[config.mk]
export PLATFORM = sky130hd
export DESIGN_NAME = priority_arbiter
export DESIGN_NICKNAME = d
export VERILOG_FILES = /design/src/rtl/priority_arbiter.sv
export SDC_FILE = /design/constraint.sdc
export NUM_CORES = 1
export LEC_CHECK = 0
export BUFFER_PORTS_ARGS = -buffer_cell sky130_fd_sc_hd__buf_2
export CAP_MARGIN = 20
export CORE_AREA = 2 2 39 41
export DETAILED_ROUTE_END_ITERATION = 10
export DIE_AREA = 0 0 41 43
export PLACE_DENSITY = 0.63
export SYNTH_ARGS = -nofsm -noshare
export SYNTH_HDL_FRONTEND = slang
export SYNTH_SLANG_ARGS = --single-unit
[constraint.sdc]
create_clock -name clk -period 2.5 [get_ports clk]
set_input_delay 0.125 -clock clk [delete_from_list [all_inputs] [get_ports clk]]
set_output_delay 0.125 -clock clk [all_outputs]
set_load 0.03 [all_outputs]
[src/rtl/priority_arbiter.sv]
// ---------------------------------------------------------------------------
// PriorityArbiter (module priority_arbiter)
//
// Purpose:
//   Grants one of N requesters at a time and holds that grant until the
//   holder signals done. The arbitration policy is either fixed priority,
//   where the highest asserted index wins, or round-robin, where the search
//   starts at a rotating pointer and wraps around. When done arrives, the
//   arbiter picks the next holder on the same edge, so back-to-back grants
//   have no idle gap. The releasing requester is excluded from that pick.
//
// Parameters:
//   N   number of requesters (2..32)
//   RR  0 = fixed priority (highest index wins), 1 = round-robin
//   IW  grant index width, defaults to $clog2(N)
//
// Ports:
//   clk        sole clock, rising edge
//   rst        asynchronous, active-high reset
//   req        request vector, bit i belongs to requester i
//   done       current holder releases (only looked at while granting)
//   gnt        registered one-hot grant vector (zero when idle)
//   gnt_idx    registered binary index of the holder (zero when idle)
//   gnt_valid  high while a grant is held
//   gnt_count  16-bit saturating count of grants issued
//              (present only when PRIORITY_ARBITER_STATS_EN is defined)
//
// Build option:
//   PRIORITY_ARBITER_STATS_EN  adds the gnt_count output and its counter.
// ---------------------------------------------------------------------------
module priority_arbiter #(
   parameter int N  = 8,
   parameter int RR = 0,
   parameter int IW = $clog2(N)
) (
   input  logic          clk,
   input  logic          rst,
   input  logic [N-1:0]  req,
   input  logic          done,
   output logic [N-1:0]  gnt,
   output logic [IW-1:0] gnt_idx,
   output logic          gnt_valid
`ifdef PRIORITY_ARBITER_STATS_EN
   ,
   output logic [15:0]   gnt_count
`endif
);

   typedef enum logic {
      IDLE  = 1'b0,
      GRANT = 1'b1
   } state_t;

   state_t        state_q, state_d;
   logic [N-1:0]  gnt_q, gnt_d;
   logic [IW-1:0] gntIdx_q, gntIdx_d;
   logic          gntValid_q, gntValid_d;
   logic [IW-1:0] ptr_q, ptr_d;

   logic          arbitrate;
   logic [N-1:0]  reqCand;
   logic          winFound;
   logic [IW-1:0] winIdx;

   // A new decision is taken either from IDLE or when the holder releases.
   // On release, the holder's own bit is masked off. This stops a requester
   // that keeps its req high from winning again straight away.
   always_comb begin
      arbitrate = (state_q == IDLE) || done;
      reqCand   = '0;
      if (state_q == IDLE) begin
         reqCand = req;
      end else if (done) begin
         reqCand = req & ~gnt_q;
      end
   end

   // Winner search over the candidate vector.
   // In fixed mode, the scan runs from low to high, so the last hit (the
   // highest index) wins.
   // In round-robin mode, the scan walks the distance from the pointer
   // downwards. This leaves the candidate closest to the pointer (going
   // upward with wrap) as the final winner.
   always_comb begin
      int j;
      winFound = 1'b0;
      winIdx   = '0;
      j        = 0;
      if (RR == 0) begin
         for (int i = 0; i < N; i++) begin
            if (reqCand[IW'(i)]) begin
               winFound = 1'b1;
               winIdx   = IW'(i);
            end
         end
      end else begin
         for (int k = N - 1; k >= 0; k--) begin
            j = int'(ptr_q) + k;
            if (j >= N) begin
               j = j - N;
            end
            if (reqCand[IW'(j)]) begin
               winFound = 1'b1;
               winIdx   = IW'(j);
            end
         end
      end
   end

   // Next-state decode.
   // While a grant is held and done is low, everything stays put, whatever
   // happens on req. When a decision is due, either a winner is loaded or
   // the arbiter drops back to IDLE with all outputs cleared. The round-robin
   // pointer moves to the slot just after each new winner. It never moves in
   // fixed mode.
   always_comb begin
      state_d    = state_q;
      gnt_d      = gnt_q;
      gntIdx_d   = gntIdx_q;
      gntValid_d = gntValid_q;
      ptr_d      = ptr_q;
      if (arbitrate) begin
         if (winFound) begin
            state_d         = GRANT;
            gnt_d           = '0;
            gnt_d[winIdx]   = 1'b1;
            gntIdx_d        = winIdx;
            gntValid_d      = 1'b1;
            if (RR != 0) begin
               ptr_d = (winIdx == IW'(N - 1)) ? '0 : winIdx + 1'b1;
            end
         end else begin
            state_d    = IDLE;
            gnt_d      = '0;
            gntIdx_d   = '0;
            gntValid_d = 1'b0;
         end
      end
   end

   // State and output registers.
   // Reset is asynchronous, so a grant in progress disappears at once,
   // without waiting for a clock edge.
   always_ff @(posedge clk or posedge rst) begin
      if (rst) begin
         state_q    <= IDLE;
         gnt_q      <= '0;
         gntIdx_q   <= '0;
         gntValid_q <= 1'b0;
         ptr_q      <= '0;
      end else begin
         state_q    <= state_d;
         gnt_q      <= gnt_d;
         gntIdx_q   <= gntIdx_d;
         gntValid_q <= gntValid_d;
         ptr_q      <= ptr_d;
      end
   end

   assign gnt       = gnt_q;
   assign gnt_idx   = gntIdx_q;
   assign gnt_valid = gntValid_q;

`ifdef PRIORITY_ARBITER_STATS_EN
   // Grant statistics.
   // Every winner that gets loaded counts as one grant, including
   // back-to-back handovers. The counter sticks at all-ones instead of
   // wrapping.
   logic        newGrant;
   logic [15:0] gntCount_q;

   assign newGrant = arbitrate && winFound;

   always_ff @(posedge clk or posedge rst) begin
      if (rst) begin
         gntCount_q <= '0;
      end else if (newGrant && (gntCount_q != 16'hFFFF)) begin
         gntCount_q <= gntCount_q + 16'd1;
      end
   end

   assign gnt_count = gntCount_q;
`else
   // Statistics are not built in; no counter exists.
`endif

endmodule

==> flow_summary_export.csv <==
group,metric,value,unit
route,drt-total-wl,836,um
timing,fin_skew,4.29,ps
global_route,globalRouteOverflowTotal,0,
global_route,track_usage,11.2,%
setup_path,cp_max_fo,10,
floorplanning,die_area,1760,um^2
clock_tree,cts_root_buffer,"clkbuf_4",
floorplanning,rows,14,
timing,tns,0,ps
setup_path,startpoint_type,"flip-flop",
setup_path,worstSetupEndpointType,"flip-flop",
yosys,yosysMostFrequentCell,"dfrtp_1",
clock_tree,clk_path_buf_depth,2,
cells_and_area,antenna_cells,0,
yosys,netlist.area_leader.share,38.6,%
yosys,syn_inst,47,
timing,slew_violations,0,
timing,setup_viol,0,
timing,whs,166,ps
cells_and_area,final_util,39.2,%
placement,portBuffers,13,
route,ant_nets,0,
clock_tree,cts.sinks,7,
yosys,yosysSeqAreaShare,38.6,%
yosys,async_flop_share,100,%
setup_path,slowest_stage,"dfrtp_1",
cells_and_area,area_delta_synth_final,19.3,%
yosys,yosysWarningCount,0,
yosys,avgSynthCellArea,9.66,um^2
route,first_pass_iters,4,
clock_tree,clock_latency,250,ps
route,post-route-drc-count,0,
placement,gp_congestion,0.654,
cells_and_area,fin_nets,75,
floorplanning,start_util,32.8,%
timing,fin_crit_sh,52.4,%
clock_tree,clk_pin_slew,50,ps
route,routed_via_density,4.59,
placement,hpwl,620,um
power,peakVddDrop,0.000275,V
placement,place_area,505,um^2
global_route,grt_first_pass_wirelength,1290,um
clock_tree,post_cts_buffers,0,
power,powerDensity,754,nW/um^2
clock_tree,cts_buffers,3,
global_route,first_global_vias,305,
global_route,grt_start_max_net_pins,11,
clock_tree,cts_hold_buf,1,
setup_path,path_class,"reg2reg",
cells_and_area,multi_input_area,238,um^2
power,cellLeakagePower,0.264,nW
floorplanning,die_w,41,um
floorplanning,dieHeight,43,um
clock_tree,post_cts_resized,0,
yosys,ys_ff_latch,7,
timing,hold_viol_final,0,
power,power,0.000409,W
timing,min_period,1310,ps
flow_run,maxCapViolations,0,
yosys,synth_area_leaders,"dfrtp_1 39%, buf_4 8.3%, a2111oi_4 6.1%, a21boi_2 5.0%, nand2b_1 4.1%",
floorplanning,ios,23,
cells_and_area,design_area,542,um^2
setup_path,max_stage_delay,540,ps
yosys,syn_area,454,um^2
yosys,synth-edff-count,0,
setup_path,worstPathCellList,"nor2b_4 -> a2111oi_4 -> a32o_1",
cells_and_area,regArea,175,um^2
timing,rsz0062_at_grt,"false",
global_route,antenna_found_initial,0,
cells_and_area,drive_above_1_share,34.9,%
setup_path,crit_arrival,1440,ps
yosys,ys_top_cells_by_count,"7 x dfrtp_1, 5 x buf_4, 4 x nand2_1, 4 x nor2_1",
route,wl_per_cell,10.6,um
timing,max_freq,763,MHz
cells_and_area,num-fill-cells,147,
hold_path,min_path_type,"in2reg",
setup_path,cp.required,2630,ps
yosys,synthFlopType,"dfrtp_1",
floorplanning,coreArea,1380,um^2
clock_tree,htreeDepth,1,
clock_tree,cts_tree,"done",
yosys,yosys.area.top_type,"dfrtp_1",
route,via_count,363,
yosys,synth_cell_types,22,
route,drtIter0Drc,3,
run_status,outcome,"completed",
==> kinds of logic after synthesis <==
group	count (synthesis)	share of synthesized area, %
buf+inv	8	12.4
other cells	1	0.826
compound gates	15	29.2
simple gates	16	19.0
flops	7	38.6
==> worst max-delay path: cells and delay by family (launching register included) <==
kind	cells	cell delay, ps
simple gates	1	330
flops	1	540
compound gates	2	320
==> worst paths after layout <==
kind,start,endpoint,slack (ps),cells past startpoint
worst max-delay path,gnt_valid$_DFFE_PP0P_,gnt[0]$_DFFE_PP0P_,1190,3
worst min-delay path,req[1],gnt_idx[0]$_DFFE_PP0P_,170,3
worst max register to register,gnt_valid$_DFFE_PP0P_,gnt[0]$_DFFE_PP0P_,1190,3
worst min register to register,gnt_idx[0]$_DFFE_PP0P_,gnt_idx[0]$_DFFE_PP0P_,480,2
max in group asynchronous,rst,gnt_idx[0]$_DFFE_PP0P_,1920,3
min in group asynchronous,rst,gnt_idx[1]$_DFFE_PP0P_,360,3
==> layout make-up <==
| cell class | count | area share [%] |
|---|---|---|
| multi-input combinational | 36 | 43.9 |
| sequential | 7 | 32.3 |
| timing repair buffer | 14 | 13.9 |
| clock buffer | 4 | 4.85 |
| tap | 16 | 3.70 |
| inverter | 2 | 1.39 |
==> flip-flops by register name, indices dropped and copies added, names as in the netlist <==
name and cells:
gnt 4, gnt_idx 2, gnt_valid 1
==> layer usage <==
layer  vias up  part of all wire, %  routed length [um]  track usage, %
met1       166                   47                 391            15.8
met2        15                   45                 375            14.1
li1        182                    -                   -               -
met3         0                  8.3                  69            3.14
met5         -                    0                   0               0
met4         0                    0                   0            8.00
==> through the flow <==
| step | worst slack (ps) | std cells |
|---|---|---|
| final | 1190 | 79 |
| after global routing | 1140 | 79 |
| after CTS | 1190 | 79 |
| after detailed placement | 1200 | 74 |
| after global placement | 1190 | 74 |
| after floorplan | 1160 | 51 |
==> cell usage in the layout (no fill, tap or decap), types with 2 or more instances in the layout <==
cell type	count
nand2b_1	3
nor2_1	4
nand2_1	4
inv_1	2
buf_2	13
a21oi_1	3
a21boi_2	2
dfrtp_1	7
o21ai_0	2
conb_1	5
nor2b_1	3
clkbuf_4	3
==> power breakdown <==
part | internal, W | switching, W | total (W)
clock | 0.0000609 | 0.0000424 | 0.000103
combinational | 0.0000531 | 0.0000978 | 0.000151
sequential | 0.000134 | 0.0000209 | 0.000155
total | 0.000248 | 0.000161 | 0.000409
Power figures use the tool's default switching activity.
